`config.mk`:
```
export PLATFORM = sky130hd
export DESIGN_NAME = mrv32_mem_stage
export DESIGN_NICKNAME = d
export VERILOG_FILES = /design/src/rtl/mrv32_mem_stage.sv
export SDC_FILE = /design/constraint.sdc
export NUM_CORES = 1
export LEC_CHECK = 0
export CAP_MARGIN = 20
export CORE_AREA = 2 2 147 106
export DETAILED_ROUTE_END_ITERATION = 8
export DIE_AREA = 0 0 149 108
export GPL_TIMING_DRIVEN = 1
export PLACE_DENSITY = 0.91
export SLEW_MARGIN = 20
export SYNTH_ARGS = -nofsm -noshare
export SYNTH_HDL_FRONTEND = slang
export SYNTH_SLANG_ARGS = --single-unit
```
`constraint.sdc`:
```
create_clock -name clk -period 4 [get_ports clk]
set_input_delay 1.2 -clock clk [delete_from_list [all_inputs] [get_ports clk]]
set_output_delay 1.2 -clock clk [all_outputs]
set_load 0.005 [all_outputs]
```
`src/rtl/mrv32_mem_stage.sv`:
```
// Memory-stage controller: effective-address generation, LSU request hold, writeback and retire pulses.
// Optional LSU timeout abort is compiled in with `define MRV32_MEM_TIMEOUT_EN.

package mrv32_pkg;
  localparam logic [3:0] WSTRB_NONE = 4'b0000;
  localparam logic [3:0] WSTRB_B    = 4'b0001;
  localparam logic [3:0] WSTRB_H    = 4'b0011;
  localparam logic [3:0] WSTRB_W    = 4'b1111;
endpackage

module mrv32_mem_stage
  import mrv32_pkg::*;
#(
  parameter int unsigned TIMEOUT_CYCLES = 16
) (
  input  logic        clk,
  input  logic        rst_n,
  input  logic        in_valid,
  output logic        in_ready,
  input  logic        in_is_load,
  input  logic        in_is_store,
  input  logic [2:0]  in_funct3,
  input  logic [31:0] in_rs1,
  input  logic [31:0] in_imm,
  input  logic [31:0] in_rs2,
  input  logic [4:0]  in_rd,
  output logic        mem_valid,
  output logic        mem_ren,
  output logic        mem_wen,
  output logic [3:0]  mem_wstrb,
  output logic [2:0]  load_funct3,
  output logic [31:0] eff_addr,
  output logic [31:0] store_data,
  input  logic        lsu_done,
  input  logic [31:0] load_data,
  output logic        wb_valid,
  output logic [4:0]  wb_rd,
  output logic [31:0] wb_data,
  output logic        op_done,
  output logic        err_misalign,
  output logic        err_timeout
);

  typedef enum logic [1:0] {IDLE, BUSY, DONE} state_t;

  if (TIMEOUT_CYCLES == 0) begin : g_bad_timeout
    $error("TIMEOUT_CYCLES must be nonzero");
  end

  // Legal width plus natural alignment; illegal funct3 encodings fold into the misaligned path.
  function automatic logic aligned_f(input logic ld, input logic [2:0] f3, input logic [1:0] a);
    logic legal;
    logic ok;
    legal = ld ? ((f3 != 3'b011) && (f3 != 3'b110) && (f3 != 3'b111)) : (f3 < 3'b011);
    case (f3[1:0])
      2'b00:   ok = 1'b1;
      2'b01:   ok = ~a[0];
      2'b10:   ok = (a == 2'b00);
      default: ok = 1'b0;
    endcase
    return legal & ok;
  endfunction

  function automatic logic [3:0] wstrb_f(input logic [1:0] sz);
    case (sz)
      2'b00:   return WSTRB_B;
      2'b01:   return WSTRB_H;
      2'b10:   return WSTRB_W;
      default: return WSTRB_NONE;
    endcase
  endfunction

  state_t      state_q, state_d;
  logic        is_load_q, is_load_d;
  logic        in_ready_d, mem_valid_d, mem_ren_d, mem_wen_d;
  logic [3:0]  mem_wstrb_d;
  logic [2:0]  load_funct3_d;
  logic [31:0] eff_addr_d, store_data_d, wb_data_d;
  logic [4:0]  wb_rd_d;
  logic        wb_valid_d, op_done_d, err_misalign_d, err_timeout_d;

  logic [31:0] addr_c;
  logic        ld_c;
  assign addr_c = in_rs1 + in_imm;
  assign ld_c   = in_is_load;

`ifdef MRV32_MEM_TIMEOUT_EN
  localparam int unsigned CNT_W = (TIMEOUT_CYCLES > 1) ? $clog2(TIMEOUT_CYCLES) : 1;
  logic [CNT_W-1:0] cnt_q, cnt_d;
  logic             timeout_c;
  assign timeout_c = (cnt_q == CNT_W'(TIMEOUT_CYCLES - 1));
`endif

  // Next-state and next-output decode.
  always_comb begin
    state_d        = state_q;
    is_load_d      = is_load_q;
    in_ready_d     = in_ready;
    mem_valid_d    = mem_valid;
    mem_ren_d      = mem_ren;
    mem_wen_d      = mem_wen;
    mem_wstrb_d    = mem_wstrb;
    load_funct3_d  = load_funct3;
    eff_addr_d     = eff_addr;
    store_data_d   = store_data;
    wb_rd_d        = wb_rd;
    wb_data_d      = wb_data;
    wb_valid_d     = 1'b0;
    op_done_d      = 1'b0;
    err_misalign_d = 1'b0;
    err_timeout_d  = 1'b0;
`ifdef MRV32_MEM_TIMEOUT_EN
    cnt_d          = cnt_q;
`endif
    case (state_q)
      IDLE: begin
        if (in_valid && in_ready && (in_is_load || in_is_store)) begin
          is_load_d     = ld_c;
          load_funct3_d = in_funct3;
          eff_addr_d    = addr_c;
          store_data_d  = in_rs2;
          wb_rd_d       = in_rd;
          in_ready_d    = 1'b0;
          if (aligned_f(ld_c, in_funct3, addr_c[1:0])) begin
            state_d     = BUSY;
            mem_valid_d = 1'b1;
            mem_ren_d   = ld_c;
            mem_wen_d   = ~ld_c;
            mem_wstrb_d = ld_c ? WSTRB_NONE : wstrb_f(in_funct3[1:0]);
`ifdef MRV32_MEM_TIMEOUT_EN
            cnt_d       = '0;
`endif
          end else begin
            state_d        = DONE;
            op_done_d      = 1'b1;
            err_misalign_d = 1'b1;
            wb_valid_d     = ld_c && (in_rd != 5'd0);
            if (ld_c) wb_data_d = 32'd0;
          end
        end
      end
      BUSY: begin
        if (lsu_done) begin
          state_d     = DONE;
          mem_valid_d = 1'b0;
          mem_ren_d   = 1'b0;
          mem_wen_d   = 1'b0;
          mem_wstrb_d = WSTRB_NONE;
          op_done_d   = 1'b1;
          wb_valid_d  = is_load_q && (wb_rd != 5'd0);
          if (is_load_q) wb_data_d = load_data;
        end
`ifdef MRV32_MEM_TIMEOUT_EN
        else if (timeout_c) begin
          state_d       = DONE;
          mem_valid_d   = 1'b0;
          mem_ren_d     = 1'b0;
          mem_wen_d     = 1'b0;
          mem_wstrb_d   = WSTRB_NONE;
          op_done_d     = 1'b1;
          err_timeout_d = 1'b1;
          wb_valid_d    = is_load_q && (wb_rd != 5'd0);
          if (is_load_q) wb_data_d = 32'd0;
        end else begin
          cnt_d = cnt_q + 1'b1;
        end
`endif
      end
      DONE: begin
        state_d    = IDLE;
        in_ready_d = 1'b1;
      end
      default: begin
        state_d    = IDLE;
        in_ready_d = 1'b1;
      end
    endcase
  end

  // All state and outputs registered; reset drops any in-flight request at once.
  always_ff @(posedge clk or negedge rst_n) begin
    if (!rst_n) begin
      state_q      <= IDLE;
      is_load_q    <= 1'b0;
      in_ready     <= 1'b1;
      mem_valid    <= 1'b0;
      mem_ren      <= 1'b0;
      mem_wen      <= 1'b0;
      mem_wstrb    <= WSTRB_NONE;
      load_funct3  <= 3'd0;
      eff_addr     <= 32'd0;
      store_data   <= 32'd0;
      wb_rd        <= 5'd0;
      wb_data      <= 32'd0;
      wb_valid     <= 1'b0;
      op_done      <= 1'b0;
      err_misalign <= 1'b0;
      err_timeout  <= 1'b0;
`ifdef MRV32_MEM_TIMEOUT_EN
      cnt_q        <= '0;
`endif
    end else begin
      state_q      <= state_d;
      is_load_q    <= is_load_d;
      in_ready     <= in_ready_d;
      mem_valid    <= mem_valid_d;
      mem_ren      <= mem_ren_d;
      mem_wen      <= mem_wen_d;
      mem_wstrb    <= mem_wstrb_d;
      load_funct3  <= load_funct3_d;
      eff_addr     <= eff_addr_d;
      store_data   <= store_data_d;
      wb_rd        <= wb_rd_d;
      wb_data      <= wb_data_d;
      wb_valid     <= wb_valid_d;
      op_done      <= op_done_d;
      err_misalign <= err_misalign_d;
      err_timeout  <= err_timeout_d;
`ifdef MRV32_MEM_TIMEOUT_EN
      cnt_q        <= cnt_d;
`endif
    end
  end

endmodule

```
Yosys cells after proc, flatten, opt, wreduce, memory -nomap -nowiden:

Cells that the tools add are included.

* bitwise logic cells: 4
* order comparisons: 1
* $add $sub $neg: 1
* reductions and logical operators: 18
* equality and inequality tests: 12
* muxes and demuxes: 41

Operator list (count)
* $mux 32: 5
* $pmux 32 s2: 1
* $add 32x32->32: 1
* $mux 1: 18
* $mux 4: 4
* $ne 2x2->1 const B: 6
* $pmux 1 s2: 6
* $pmux 4 s3: 1
* $reduce_bool 5->1: 2
* $pmux 4 s2: 1
* $logic_and 1x1->1: 6
* $logic_not 2->1: 3
* $mux 2: 3
* $ne 3x3->1 const B: 2
* $reduce_and 2->1: 3
* $reduce_and 6->1: 1
* $eq 2x1->1 const B: 2
* $pmux 2 s2: 1
* $reduce_and 4->1: 1
* $lt 3x2->1 const B: 1
* $ne 3x2->1 const B: 1
* $not 1->1: 3
* $pmux 1 s3: 1
* $eq 2x2->1 const B: 1
* other kinds (3): 3

* output and inout bits: 116
* bits of input ports: 142
* bits in registers: 118

Depth between registers and ports, before layout:

* depth after elaboration: 9
* depth in mapped cells: 11
* mapped depth without buffers: 10

Least setup slack after synthesis:

No wires, ideal clock.

* path type: input-to-reg
* start point: in in_rs1[0]
* end point: reg wb_data[23]
* path slack: 768 ps
* stages on the path: 11
* data required time: 3868 ps
* setup time: 132 ps
* arrival: 3100 ps
* path through: ha_1 -> inv_1 -> fa_1 -> a21oi_1 -> nor2_1 -> o221a_2 -> o21ai_0 -> o211ai_4 -> buf_2 -> nand2_1 -> o21ai_1

* cells in the longest elaborated chain, start to end: 8
* elaborated cells between the ends (all ways): 9

Ends and longest elaborated chain
* from (decl): RTL line 23 `input logic [31:0] in_rs1,`
* $add 32x32->32 (*): RTL line 84 `assign addr_c = in_rs1 + in_imm;`
* $logic_not 2->1 / $not 1->1 (equally long branches): RTL line 58, 57
* $pmux 1 s3 (*): RTL line 55 `case (f3[1:0])`
* $mux 1 (*): RTL line 117 `if (in_valid && in_ready && (in_is_load || in_is_store)) begin`
* $mux 1 (*): RTL line 115 `case (state_q)`
* $and 1x1->1 (*): RTL line 61 `return legal & ok;`
* $ne 2x2->1 (no source line) (*)
* $reduce_and 6->1 (no source line) (*)
* to (signal assigned): RTL line 214 `wb_data <= wb_data_d;`
* to (decl): RTL line 38 `output logic [31:0] wb_data,`

Mark *: on every way between the ends. The rest lies on a longest branch, timed or not. The select of a mux whose other input is x is not followed.
A chain may end at the register's enable or synchronous reset.

Worst setup path in the final report:

* start point: in in_rs1[0]
* end point: reg eff_addr[20]

* cells in the longest elaborated chain, start to end: 1

Ends and longest elaborated chain
* $add 32x32->32: RTL line 84
* to (signal assigned): RTL line 211 `eff_addr <= eff_addr_d;`
* to (decl): RTL line 32 `output logic [31:0] eff_addr,`

No other way between the ends.

==> flow_summary_export.csv <==
group,metric,value,unit
place,hpwl,15.2,mm
critical_path,slowest_stage,"clkdlybuf4s50_1",
critical_path,reg2regPathDepth,6,
routing,drc,0,
grt,track_usage,25.3,%
clock_tree,cts_hold_buffers,0,
critical_path,crit_path_end_kind,"flip-flop",
finish,syn2layout_area_growth,52.6,%
clock_tree,postCtsResizedCells,0,
synthesis,synth.avg_cell_area,8.72,sq um
pwr,p_leak,4.35,nW
timing,max_slew.worst_pin.slew,0.749,ns
routing,met3_length,1.97,mm
synthesis,syn-num-nets,926,
clock_tree,tritoncts,"built",
routing,detail_route.iter0.violations,479,
critical_path,worstSetupStartpointType,"input port",
die,fp.dieW,149,um
finish,drive_gt1_share,7.15,%
synthesis,ys_async_sr_fraction,100,%
timing,fin_skew,0.0102,ns
finish,seq_area,0.00293,sq mm
clock_tree,cts_num_sinks,117,
synthesis,synth_warnings,0,
synthesis,postSynthCellCount,746,
routing,avgRoutedWirePerCell,16.6,um
routing,routed.top_layer,"met4",
timing,rsz0062_at_grt,"false",
timing,setup_tns,0,ns
pwr,p_total,0.00569,W
grt,antenna_found_initial,0,
synthesis,netlist_area,0.00651,sq mm
clock_tree,cts_root_buf,"clkbuf_16",
finish,fill_cells,1102,
pwr,power_density,573,mW/mm^2
die,initial_core_util,44.8,%
timing,fmax,279,MHz
place,place.gp.congestion,0.962,
synthesis,ys.flop_type,"dfrtp_1",
pwr,vdd_drop_max,0.357,mV
routing,wl_met1,8.10,mm
finish,layout_commonest_cell,"clkdlybuf4s50_1",
synthesis,synth-edff-count,0,
routing,met2_length,9.61,mm
finish,fin_nets,1175,
grt,grt_pass1_vias,6504,
clock_tree,clock_latency,0.41,ns
timing,fin_crit,3.58,ns
critical_path,r2r_setup_slack,1.96,ns
critical_path,critPathMaxFanout,6,
place,portBuffers,256,
critical_path,worst-path-buf-inv,2,
grt,grt_max_degree,60,
routing,antenna_left,0,
clock_tree,cts_made_buffers,17,
clock_tree,h-tree-depth,4,
job,cap_violations,0,
die,rows,37,
routing,drt_first_pass_iters,6,
critical_path,cp.required,4.32,ns
critical_path,critical-path-max-stage-delay,0.48,ns
critical_path,crit_type,"in -> reg",
die,die_area,0.0161,sq mm
timing,slew_violations,0,
die,ios,258,
die,dieHeight,108,um
timing,hold_viol,0,
clock_tree,cts.clk_slew.worst_paths,0.06,ns
critical_path,cp_num_cells,11,
grt,grt_pass1_wl,32.1,mm
min_path,min_delay_path_depth,2,
synthesis,ys_ff_latch,117,
clock_tree,postCtsSetupRepairBufs,0,
synthesis,seq_area_frac_synth,45.0,%
critical_path,worstPathCellList,"clkdlybuf4s50_1 > ha_1 > inv_1 > fa_1 > and2b_1 > o2111ai_2 > a211oi_2 > o31ai_4 > o31ai_1 > nand4b_1 > o211ai_1",
synthesis,ys_types,70,
timing,max_slew_margin,50.1,%
finish,multi_input_area,0.00335,sq mm
clock_tree,ctsLongestPathBuffers,2,
critical_path,arrival,3.90,ns
timing,setup_viol,0,
routing,routed_wl,20.0,mm
min_path,hold_class,"reg -> reg",
die,coreArea,0.0145,sq mm
grt,overflow,0,
timing,fin_crit_sh,89.5,%
finish,most-common-layout-cells,"clkdlybuf4s50_1, nand2_1, dfrtp_1, o21ai_1, ha_1",
outcome,status,"completed",
critical_path,path_delay_family,"compound AO/OA/AOI/OAI gates",
routing,viasPerCell,5.41,
finish,diodes,0,
routing,vias,6503,
-- cell type report --
cell class              count  area share [%]
well taps                 195            2.46
clock buffers              17            4.28
inverters                  12           0.454
repair buffers            269            27.0
clock inverters            14            2.52
multi-input cells         578            33.8
flip-flops and latches    117            29.5
-- logic make-up (layout without fill, tap and decap cells) --
kind of cell | after synthesis | in the layout | synth area share, %
simple gates | 330 | 330 | 21.2
compound gates | 184 | 184 | 19.2
flops | 117 | 117 | 45.0
buf+inv | 51 | 312 | 3.69
fa+ha+maj | 38 | 38 | 7.42
xor+xnor | 24 | 24 | 3.23
other cells | 1 | 1 | 0.0576
mux | 1 | 1 | 0.154
-- flip-flops by register name, indices dropped and copies added (netlist names) --
register	flops
eff_addr	32
store_data	32
wb_data	32
wb_rd	5
load_funct3	3
mem_wstrb	3
state_q	2
err_misalign	1
in_ready	1
is_load_q	1
mem_ren	1
mem_valid	1
mem_wen	1
op_done	1
wb_valid	1
-- stage by stage --
step	hold WS [ns]	instance area [sq um]	worst slack, ns	cells	utilization, %
global placement	0.451	9250	0.180	1171	63.7
floorplan	0.463	6510	0.768	746	-
finish	0.470	9930	0.420	1202	68.3
detailed placement	0.461	9250	0.0243	1171	63.7
CTS	0.474	9930	0.445	1202	68.3
global route	0.494	9930	0.327	1202	68.3
-- final timing paths --
check	end	from
setup reg to reg	eff_addr[27]	in_ready
max in group asynchronous	in_ready	rst_n
setup / recovery	eff_addr[20]	in_rs1[0]
hold / removal	store_data[4]	store_data[4]
hold reg to reg	store_data[4]	store_data[4]
min in group asynchronous	wb_data[29]	rst_n
-- cell usage after synthesis, types with 7 or more instances --
master,number,area [sq um]
dfrtp_1,116,2900
clkbuf_1,19,71.3
a21oi_1,32,160
nand2_1,244,916
nor2_1,28,105
inv_1,12,45.0
o21ai_0,36,180
a21o_1,8,60.1
buf_2,9,45.0
xor2_1,10,87.6
o21ai_1,46,230
ha_1,37,463
xnor2_1,14,123
o211ai_1,10,75.1
nor3_1,7,35.0
nand3_1,19,95.1
-- power breakdown --
| part | leakage, nW | switching (W) | total, W | internal (W) |
|---|---|---|---|---|
| logic | 2.51 | 0.000910 | 0.00208 | 0.00117 |
| clock network | 0.328 | 0.000581 | 0.00176 | 0.00117 |
| registers | 1.51 | 0.000253 | 0.00186 | 0.00161 |
-- per-layer routing --
layer | GRT usage, % | vias up
met5 | 0 | -
met4 | 7.14 | 0
met3 | 7.17 | 28
met2 | 43.4 | 340
met1 | 31.4 | 3073
li1 | - | 3062
-- worst reg2reg max path, stage by stage, from the launching register on --
cell and delay [ns]:
dfstp_2 0.54, o211ai_1 0.15, or3_4 0.51, buf_4 0.25, nand2_1 0.07, o311ai_0 0.12
a211o_1 0.28
Note: power is estimated with default switching activity, not from simulation.
==> variant (same settings) <==
The option `MRV32_MEM_TIMEOUT_EN` is turned on by a define.
--- a/src/rtl/mrv32_mem_stage.sv
+++ b/src/rtl/mrv32_mem_stage.sv
@@ -1,4 +1,6 @@
 // Memory-stage controller: effective-address generation, LSU request hold, writeback and retire pulses.
 // Optional LSU timeout abort is compiled in with `define MRV32_MEM_TIMEOUT_EN.
+
+`define MRV32_MEM_TIMEOUT_EN
 
 package mrv32_pkg;
Check against the original RTL: no difference found for any inputs over 4 cycles, from zero or initial values and one cycle with rst_n low; that may be too few to reach the edited logic, so the function may still have changed.
==> variant against the unedited design <==
Routed wire length down 3.4%. Final area increased by 0.81%. Worst setup slack got worse by 110 ps. Area after synthesis rose by 0.21%. Power decreased by 3.1%. Largest power group unchanged. Global-route usage fell by 1.1 points. Highest routed layer unchanged. Sequential cell count up 5. Register-to-register slack better by 170 ps.
==> variant: results (changes against the unedited design) <==
[detailed_routing]
avgRoutedWirePerCell_um=15.85  ; -4.6%
first_drt_iteration_drcs=281  ; -41%
met2_wirelength_um=8708  ; -9.4%
met3_wirelength_um=1615  ; -18%
drt_pass1_iterations=5  ; -1
routed_metal_1_wire_length_um=8536  ; +5.4%
totalWireLength_um=19290  ; -3.4%

[synthesis]
count_of_cell_types_in_the_netlist=59  ; -16%
synthesized_nets=933  ; +0.76%
synthCells=753  ; +0.94%
synth.cells.most_frequent=259 x sky130_fd_sc_hd__nand2_1, 121 x sky130_fd_sc_hd__dfrtp_1, 76 x sky130_fd_sc_hd__o21ai_0
synth_area_leaders=sky130_fd_sc_hd__dfrtp_1 46%, sky130_fd_sc_hd__nand2_1 15%, sky130_fd_sc_hd__ha_1 7.1%
synthesis_warnings=0  ; unchanged
synth-edff-count=0  ; unchanged

[place]
detailedPlace.worstSlack_ps=-78.14  ; -102.4 ps
numPortBuffers=257  ; +0.39%
detailed_place.area_mm2=0.009370  ; +1.3%
routabilityCongestion=0.9341  ; -2.9%
post-dp-hpwl_um=14660  ; -3.7%

[global_route]
groute.usage.overall_pct=24.23  ; -1.1 points
use_met1_pct=32.56  ; +1.2 points
grt_first_pass_wirelength_um=30620  ; -4.6%
grt_max_degree=71  ; +18%
groute.layer.met3.usage_pct=7.215  ; +0.042 points
first_global_vias=6168  ; -5.2%
use_met2_pct=37.82  ; -5.6 points

[setup_path]
worst_r2r_path_depth=7  ; +1
setup.worst_path.end=eff_addr[26]
critPathArrivalTime_ps=3960  ; +60 ps
timing.reg2reg.setup_slack_ps=2130  ; +170 ps
worstReg2RegStart=cnt_q[0]
critical_path.reg2reg.endpoint=wb_data[2]
critical_path_peak_fanout=3  ; -3

[timing]
finalClockSkew_ps=11.73  ; +1.565 ps
relSlewSlack_pct=52.83  ; +2.7 points
timing.final.crit_share_pct=92.25  ; +2.8 points
timing.hold.ws_ps=474.9  ; +5.185 ps

[min_path]
hold-path-endpoint=store_data[18]
worst_hold_startpoint=store_data[18]

[pwr]
static-leakage-power_uw=0.004498  ; +3.4%
power.switching_uw=1696  ; -2.8%

[layout]
nets_finish=1189  ; +1.2%
post_route_cells_drive_above_1_share_pct=7.143  ; about the same
layout.filler_cells=1130  ; +2.5%

[outcome]
run_status=finished clean

[cts]
clock_latency_ps=410  ; about the same

variant: logic make-up after synthesis:
| logic type | after synthesis | synth area share (%) |
|---|---|---|
| xor+xnor | 29 | 3.895 |
| buf+inv | 51 | 3.127 |
| flops | 122 | 46.83 |
| compound gates | 168 | 16.42 |
| fa+ha+maj | 38 | 7.406 |
| mux | 3 | 0.4988 |
| simple gates | 342 | 21.82 |
variant: cell type report:
cell class | instances | area [µm²] | area share, %
Clock buffer | 18 | 429.2 | 4.288
Clock inverter | 14 | 209.0 | 2.088
Inverter | 13 | 48.80 | 0.4876
Multi-Input combinational cell | 580 | 3293 | 32.90
Sequential cell | 122 | 3054 | 30.52
Tap cell | 195 | 244.0 | 2.438
Timing Repair Buffer | 275 | 2730 | 27.28
variant: power groups by stage:
stage | Sequential [µW] | Clock (µW) | Combinational (µW)
finish | 1890 | 1660 | 1970
global route | 1940 | 1760 | 2160
CTS | 1890 | 1690 | 1980
detailed placement | 1900 | 0 | 1970
global placement | 1890 | 0 | 1910
floorplan | 1910 | 0 | 719
